### src/rtl/uart_pkg.sv
// Shared UART definitions: line-state encoding, frame constants and baud helper.
// Used by both the stimulus transmitter and the pattern-detector receive path.
package uart_pkg;

    typedef enum logic [1:0] {
        IDLE  = 2'd0,
        START = 2'd1,
        DATA  = 2'd2,
        STOP  = 2'd3
    } uart_state_e;

    localparam int DATA_BITS = 8;
    localparam int STOP_BITS = 1;

    function automatic int clks_per_bit(input int clk_hz, input int baud);
        return clk_hz / baud;
    endfunction

endpackage

### src/rtl/sync_fifo.sv
// Single-clock FIFO with first-word-fall-through read data and an occupancy count.
// DEPTH must be a power of two so the pointers wrap naturally.
module sync_fifo #(
    parameter int WIDTH = 8,
    parameter int DEPTH = 4
) (
    input  logic                     clk,
    input  logic                     rst,
    input  logic                     push_i,
    input  logic [WIDTH-1:0]         wdata_i,
    input  logic                     pop_i,
    output logic [WIDTH-1:0]         rdata_o,
    output logic                     full_o,
    output logic                     empty_o,
    output logic [$clog2(DEPTH):0]   count_o
);

    localparam int PTR_W = $clog2(DEPTH);
    localparam int CNT_W = PTR_W + 1;

    logic [WIDTH-1:0] mem_q [DEPTH];
    logic [PTR_W-1:0] wr_ptr_q, rd_ptr_q;
    logic [CNT_W-1:0] count_q, count_d;
    logic             wr_en, rd_en;

    assign full_o  = (count_q == CNT_W'(DEPTH));
    assign empty_o = (count_q == '0);
    assign count_o = count_q;
    assign rdata_o = mem_q[rd_ptr_q];

    assign wr_en = push_i && !full_o;
    assign rd_en = pop_i && !empty_o;

    // NOTE: every variable gets a default before the case so no path leaves it unassigned (no latch).
    always_comb begin
        count_d = count_q;
        case ({wr_en, rd_en})
            2'b10:   count_d = count_q + CNT_W'(1);
            2'b01:   count_d = count_q - CNT_W'(1);
            default: count_d = count_q;
        endcase
    end

    // NOTE: sequential state uses non-blocking assignments so all registers update from pre-edge values.
    always_ff @(posedge clk) begin
        if (rst) begin
            wr_ptr_q <= '0;
            rd_ptr_q <= '0;
            count_q  <= '0;
        end else begin
            if (wr_en) wr_ptr_q <= wr_ptr_q + PTR_W'(1);
            if (rd_en) rd_ptr_q <= rd_ptr_q + PTR_W'(1);
            count_q <= count_d;
        end
    end

    // NOTE: storage is not reset; flushing the pointers and count is enough to make it empty.
    always_ff @(posedge clk) begin
        if (wr_en) mem_q[wr_ptr_q] <= wdata_i;
    end

endmodule

### src/rtl/uart_tx_stim.sv
// 8N1 UART transmitter fed by a small byte FIFO; drives the receiver's rx line.
// tx is registered from next-state so it changes on the same edge as the FSM.
module uart_tx_stim
    import uart_pkg::*;
#(
    parameter int CLK_FREQ_HZ = 1_600_000,
    parameter int BAUD_RATE   = 100_000,
    parameter int FIFO_DEPTH  = 4
) (
    input  logic                         clk,
    input  logic                         rst,
    input  logic [DATA_BITS-1:0]         tx_data,
    input  logic                         tx_valid,
    output logic                         tx_ready,
    output logic                         tx,
    output logic                         busy,
    output logic                         frame_sent,
    output logic [$clog2(FIFO_DEPTH):0]  fifo_count
);

    localparam int CPB   = clks_per_bit(CLK_FREQ_HZ, BAUD_RATE);
    localparam int CNT_W = $clog2(CPB * STOP_BITS);
    localparam int IDX_W = $clog2(DATA_BITS);

    uart_state_e          state_q, state_d;
    logic [CNT_W-1:0]     cnt_q, cnt_d;
    logic [IDX_W-1:0]     idx_q, idx_d;
    logic [DATA_BITS-1:0] shift_q, shift_d;
    logic                 tx_q, tx_d;

    logic                 push, pop;
    logic [DATA_BITS-1:0] head;
    logic                 fifo_full, fifo_empty;
    logic                 bit_done, stop_done;

    assign tx_ready = !fifo_full;
    assign push     = tx_valid && tx_ready;

    sync_fifo #(
        .WIDTH (DATA_BITS),
        .DEPTH (FIFO_DEPTH)
    ) u_fifo (
        .clk     (clk),
        .rst     (rst),
        .push_i  (push),
        .wdata_i (tx_data),
        .pop_i   (pop),
        .rdata_o (head),
        .full_o  (fifo_full),
        .empty_o (fifo_empty),
        .count_o (fifo_count)
    );

    assign bit_done  = (cnt_q == CNT_W'(CPB - 1));
    assign stop_done = (cnt_q == CNT_W'(CPB * STOP_BITS - 1));

    always_comb begin
        state_d = state_q;
        cnt_d   = cnt_q + CNT_W'(1);
        idx_d   = idx_q;
        shift_d = shift_q;
        pop     = 1'b0;
        case (state_q)
            IDLE: begin
                cnt_d = '0;
                if (!fifo_empty) begin
                    pop     = 1'b1;
                    shift_d = head;
                    state_d = START;
                end
            end
            START: begin
                if (bit_done) begin
                    cnt_d   = '0;
                    idx_d   = '0;
                    state_d = DATA;
                end
            end
            DATA: begin
                if (bit_done) begin
                    cnt_d = '0;
                    if (idx_q == IDX_W'(DATA_BITS - 1)) state_d = STOP;
                    else                                idx_d   = idx_q + IDX_W'(1);
                end
            end
            STOP: begin
                if (stop_done) begin
                    cnt_d = '0;
                    // Chain straight into the next start bit so frames stay contiguous.
                    if (!fifo_empty) begin
                        pop     = 1'b1;
                        shift_d = head;
                        state_d = START;
                    end else begin
                        state_d = IDLE;
                    end
                end
            end
            default: begin
                cnt_d   = '0;
                state_d = IDLE;
            end
        endcase

        case (state_d)
            START:   tx_d = 1'b0;
            DATA:    tx_d = shift_d[idx_d];
            default: tx_d = 1'b1;
        endcase
    end

    always_ff @(posedge clk) begin
        if (rst) begin
            state_q <= IDLE;
            cnt_q   <= '0;
            idx_q   <= '0;
            shift_q <= '0;
            tx_q    <= 1'b1;
        end else begin
            state_q <= state_d;
            cnt_q   <= cnt_d;
            idx_q   <= idx_d;
            shift_q <= shift_d;
            tx_q    <= tx_d;
        end
    end

    assign tx         = tx_q;
    assign busy       = (state_q != IDLE);
    assign frame_sent = (state_q == STOP) && stop_done;

endmodule

### config.mk
export PLATFORM = sky130hd
export DESIGN_NAME = uart_tx_stim
export DESIGN_NICKNAME = d
export VERILOG_FILES = /design/src/rtl/uart_pkg.sv /design/src/rtl/sync_fifo.sv /design/src/rtl/uart_tx_stim.sv
export SDC_FILE = /design/constraint.sdc
export NUM_CORES = 1
export LEC_CHECK = 0
export ABC_AREA = 1
export CORE_ASPECT_RATIO = 0.8
export CORE_MARGIN = 1
export CORE_UTILIZATION = 55
export CTS_BUF_LIST = sky130_fd_sc_hd__clkbuf_4 sky130_fd_sc_hd__clkbuf_8
export DETAILED_ROUTE_END_ITERATION = 10
export HOLD_SLACK_MARGIN = 0.06
export PLACE_DENSITY = 0.78
export SYNTH_ARGS = -nofsm -noshare
export SYNTH_HDL_FRONTEND = slang
export SYNTH_SLANG_ARGS = --single-unit
### constraint.sdc
create_clock -name clk -period 2.2 [get_ports clk]
set_clock_uncertainty 0.1 [all_clocks]
set_input_delay 0.44 -clock clk [delete_from_list [all_inputs] [get_ports clk]]
set_output_delay 0.44 -clock clk [all_outputs]
set_load 0.005 [all_outputs]
== After elaboration in Yosys (flattened, before gate mapping) ==
Memory sizes are Yosys's and may differ from the RTL's. A register that Yosys moved wholly into a read port is not among the register bits.
Cells that the tools add are included.

* Memory bits (writable): 32
* Memories: 1
* Register bits: 25
* Bits of input ports: 11
* Logic and storage cells: 64
* Output and inout port bits: 7

{| class="wikitable"
|+ Memories
! name !! words !! width !! rd ports !! clocked after Yosys merged registers in !! write ports !! RTL line !! source
|-
| u_fifo.mem_q || 4 || 8 || 1 || 1 || 1 || sync_fifo.sv:21 || <nowiki>logic [WIDTH-1:0] mem_q [DEPTH];</nowiki>
|}

* Equal/unequal tests: 10
* Add/sub/neg operators: 6
* Reductions and logical operators: 11
* Multiplexer cells: 27
* Order comparisons: 1

{| class="wikitable"
|+ Operator list
! kind !! count
|-
| $mux W8 || 2
|-
| $pmux W8 S2 || 1
|-
| $mux W2 || 7
|-
| $pmux W3 S2 || 2
|-
| $mux W3 || 3
|-
| $eq A2 B2 Y1 const B || 4
|-
| $pmux W2 S4 || 1
|-
| $pmux W4 S2 || 1
|-
| $add A3 B1 Y3 const B || 2
|-
| $eq A2 B1 Y1 const B || 3
|-
| $eq A3 B3 Y1 const B || 2
|-
| $mux W1 || 6
|-
| $add A2 B1 Y2 const B || 2
|-
| $add A4 B1 Y4 const B || 1
|-
| $eq A4 B4 Y1 const B || 1
|-
| $logic_and A1 B1 Y1 || 4
|-
| $lt A3 B4 Y1 const B || 1
|-
| $mux W4 || 1
|-
| $pmux W1 S2 || 2
|-
| $reduce_bool A2 Y1 || 2
|-
| $bmux W1 S3 || 1
|-
| $logic_not A3 Y1 || 1
|-
| $reduce_or A3 Y1 || 1
|-
| $sub A3 B1 Y3 const B || 1
|-
| 2 further kinds || 3
|}

== Depth between registers and ports, before layout ==
* Depth after elaboration: 7
* Mapped depth: 16
* Depth with buffers taken out: 15

== Hierarchy ==
Synthesis repeated with hierarchy kept, for this count alone.

* Cell total of the unflattened synthesis: 311
* Area total of the unflattened synthesis: 2781.4 um2

{| class="wikitable"
|+ Modules (own cells, without submodules)
! module !! area an instance (um2) !! times used !! cells an instance
|-
| sync_fifo || 1691.6 || 1 || 146
|-
| uart_tx_stim || 1089.8 || 1 || 165
|}

== Least setup slack after synthesis ==
OpenSTA, ideal clock, no wires.

* Kind: register to register
* Start point: register state_q[0]
* End point: register u_fifo.count_q[2] (netlist: u_fifo.count_o[2])
* Arrival time: 2.129 ns
* Setup slack: -0.151 ns
* Stages on the path, launching flop included: 13
* Required time: 1.978 ns
* Library setup time: 0.122 ns
* Cell sequence: dfxtp_1 inv_1 ha_1 inv_1 nand2_1 a21oi_4 ha_1 inv_1 fa_1 a21oi_1 o21ai_0 o21ai_0 a21oi_1

* Word-level cells in the longest chain between the ends: 5
* Elaborated cells between the ends (all ways): 8
* Classes of those cells: eq/ne (3); mux (2); reduce/logical (3)

{| class="wikitable"
|+ Ends and longest elaborated chain
! what !! RTL line !! source
|-
| start, declared || uart_tx_stim.sv:25 || <nowiki>uart_state_e state_q, state_d;</nowiki>
|-
| start signal, assigned || uart_tx_stim.sv:120 || <nowiki>state_q <= state_d;</nowiki>
|-
| $eq A2 B2 Y1 / $logic_not A2 Y1 (equally long branches) || uart_tx_stim.sv:63 || <nowiki>case (state_q)</nowiki>
|-
| $pmux W1 S2 * || uart_tx_stim.sv:63 ||
|-
| $logic_and A1 B1 Y1 * || sync_fifo.sv:32 || <nowiki>assign rd_en = pop_i && !empty_o;</nowiki>
|-
| net u_fifo.rd_en || sync_fifo.sv:24 || <nowiki>logic wr_en, rd_en;</nowiki>
|-
| $eq A2 B1 Y1 / $eq A2 B2 Y1 (equally long branches) || sync_fifo.sv:37 || <nowiki>case ({wr_en, rd_en})</nowiki>
|-
| $pmux W3 S2 / $reduce_bool A2 Y1 (equally long branches) || n/a ||
|-
| end signal, assigned || sync_fifo.sv:53 || <nowiki>count_q <= count_d;</nowiki>
|-
| end, declared || sync_fifo.sv:23 || <nowiki>logic [CNT_W-1:0] count_q, count_d;</nowiki>
|}

Mark *: on every way through the listed nets, which the timed path passes. The rest lies on a longest branch.
A chain may end at the register's enable or synchronous reset.

== Final worst setup path ==
Ends and elaborated chain as after synthesis.

==> results.yml <==
outcome:
  status: "finished clean"
timing:
  slew_viol_final: 0
  setup_tns_ns: 0
  rsz0062_at_grt: "true"
  period_needed_ns: 2.18
  hold_viol_final: 0
  finalCritPeriodShare: 0.989
  slew_headroom: 0.783
  finalSetupViolations: 0
  setup_ws_ns: 0.0240
  fmax_mhz: 460
  tightest_slew_ns: 0.322
global_route:
  busiest_layer: "met2"
  grtUsageMet3: 0.0855
  antenna_found_initial: 0
  grt.met1_usage: 0.313
  gr-usage-all-layers: 0.244
  grt_pass1_wl_mm: 9.55
  grt_start_max_net_pins: 16
  met2_usage: 0.377
  grt_pass1_vias: 2112
  grt_overflow: 0
clock_network:
  cts_buffers: 9
  cts-root-buf: "clkbuf_8"
  clk_pin_slew_ns: 0.07
  hold_buffers: 0
  cts.path.max_buffers: 2
  htree_num_levels: 3
  cts_sinks: 59
  cts_tree: "yes"
  clk_latency_ns: 0.35
yosys:
  synthCells: 327
  synth-main-ff-cell: "edfxtp_1"
  synth_fp_nets: 351
  syn_area_sq_mm: 0.00281
  yosysUniqueCellTypes: 30
  synth_compound_area_frac: 0.0841
  synth_top_area_share: 0.342
  yosysMostFrequentCell: "nand2_1"
  yosys_warnings: 0
  ys_seq_elements: 59
  synth_area_leaders: "edfxtp_1 (34%), dfxtp_1 (19%), nand2_1 (11%)"
  synth-simple-area-share: 0.234
  ys_seq_area_frac: 0.534
  synth_top_cell_by_area: "edfxtp_1"
  synth_top_family_by_area: "simple AND/OR/NAND/NOR gates"
  synthArstFlopShare: 0
  synth.top_cells.by_count: "nand2_1 (84), inv_1 (54), edfxtp_1 (32), nand3_1 (32), dfxtp_1 (27)"
  synth-xor-area-share: 0
  synthAdderAreaFrac: 0.0605
  synth_edf_count: 32
  muxShareOfSynthArea: 0
  syn_avg_cell_area_sq_um: 8.60
worst_setup_path:
  cp_top_family: "adder cells"
  r2r_slack_ns: 0.02
  cp.arrival_ns: 2.31
  cp.required_ns: 2.33
  path_buf_inv: 3
  crit_path_frequent_cell: "inv_4"
  critPathCaptureType: "flop"
  cp_max_fo: 5
  crit_chain: "inv_4, ha_4, inv_4, nand2_4, a21oi_4, ha_4, inv_4, fa_2, a21oi_2, o21ai_2, o21ai_1, a21oi_1"
  cp.depth: 12
  slowest_delay_ns: 0.39
  cpMaxStageDelayCell: "dfxtp_4"
  reg2reg_depth: 12
  worstSetupPathType: "reg2reg"
  worstSetupStartpointType: "flop"
place:
  dpl.hpwl_mm: 4.05
  io_buffers: 17
  placed_cell_area_sq_mm: 0.00315
  post-place-ws_ns: -0.107
  dp.cells: 414
  gp_congestion: 0.825
worst_hold_path:
  hold_depth: 2
  hp-class: "reg2reg"
die:
  die-height_um: 66.0
  coreArea_sq_mm: 0.00473
  dieArea_sq_mm: 0.00540
  num_rows: 22
  start_util: 0.594
  die_w_um: 81.9
  pin_count: 18
final_layout:
  area_growth_pct: 21.3
  fin_nets: 391
  postLayoutCellArea_sq_mm: 0.00341
  layoutNonFillerInstCount: 432
  drive_gt1_frac: 0.167
  num_antenna_cells: 0
drt:
  totalWireLength_mm: 5.78
  viasPerCell: 5.20
  wl_per_cell_um: 13.4
  num_vias: 2247
  drcViolationCount: 0
  drt-initial-drc-count: 179
  drt_first_pass_iters: 5
  ant_nets: 0
power:
  vdd_drop_max_mv: 0.778
  total_power_mw: 4.24
  power_density_mw_per_mm2: 1240
  leakage_nw: 1.59
flow_run:
  maxCapViolations: 0
[cell families after synthesis]
| kind of cell | count (synthesis) |
|---|---|
| AOI/OAI and AO/OA | 42 |
| and+or+nand+nor | 151 |
| DFF | 59 |
| adders and majority gates | 13 |
| buffers and inverters | 62 |
[flip-flops by register name, summed over array words and instances (netlist names), named ones only]
name             count
cnt_q                4
idx_q                3
shift_q              8
state_q              2
tx                   1
u_fifo.count_o       3
u_fifo.mem_q        32
u_fifo.rd_ptr_q      2
u_fifo.wr_ptr_q      2
[worst register-to-register path, cell delays in order (launching register included)]
cell     delay [ns]
dfxtp_4        0.39
inv_4          0.05
ha_4           0.25
inv_4          0.07
nand2_4        0.06
a21oi_4        0.16
ha_4           0.16
inv_4          0.04
fa_2           0.37
a21oi_2        0.14
o21ai_2        0.07
o21ai_1        0.13
a21oi_1        0.06
[what timing repair did]
action,CTS,global route
endpoints found under the setup margin,3,2
pin swaps,0,4
gates resized for setup,12,12
buffers inserted,0,2
[metal layers]
metal	vias to the layer above	part of all wire
met5	-	0
met4	0	0.012
met3	9	0.063
met2	76	0.47
met1	1031	0.45
li1	1131	-
[path summary, 6_finish.rpt]
check,to,startpoint
max,u_fifo.count_o[2],state_q[0]
min reg2reg,u_fifo.rd_ptr_q[1],u_fifo.rd_ptr_q[1]
max reg2reg,u_fifo.count_o[2],state_q[0]
min,u_fifo.rd_ptr_q[1],u_fifo.rd_ptr_q[1]
[per-stage QoR]
| stage | utilization | hold WS [ns] |
|---|---|---|
| 6_report | 0.720 | 0.377 |
| 5_1_grt | 0.720 | 0.415 |
| 4_1_cts | 0.709 | 0.379 |
| 3_5_place_dp | 0.666 | 0.366 |
| 2_1_floorplan | - | 0.320 |
| 3_3_place_gp | 0.666 | 0.356 |
[placed cells by master (no fill, tap or decap), types with 4 or more instances in the layout]
cell,count
clkdlybuf4s50_1,16
inv_2,4
inv_1,49
clkinvlp_4,4
edfxtp_1,32
nor2_1,26
ha_1,9
a21oi_1,16
nand2_1,82
buf_4,17
o21ai_0,15
clkbuf_8,9
dfxtp_1,23
nand3_1,31
[where the power goes]
part           internal [mW]  switching, mW
clock                  0.412          0.472
sequential              1.38          0.104
combinational          0.746           1.12
total                   2.54           1.70
[final cells by class]
| cell class | count | area [sq um] |
|---|---|---|
| Sequential cell | 59 | 1510 |
| Clock inverter | 7 | 52.6 |
| Clock buffer | 9 | 124 |
| Timing Repair Buffer | 34 | 297 |
| Fill cell | 348 | 1320 |
| Tap cell | 60 | 75.1 |
| Multi-Input combinational cell | 206 | 1130 |
| Inverter | 57 | 221 |
No activity file was read; power rests on OpenSTA's default activity.
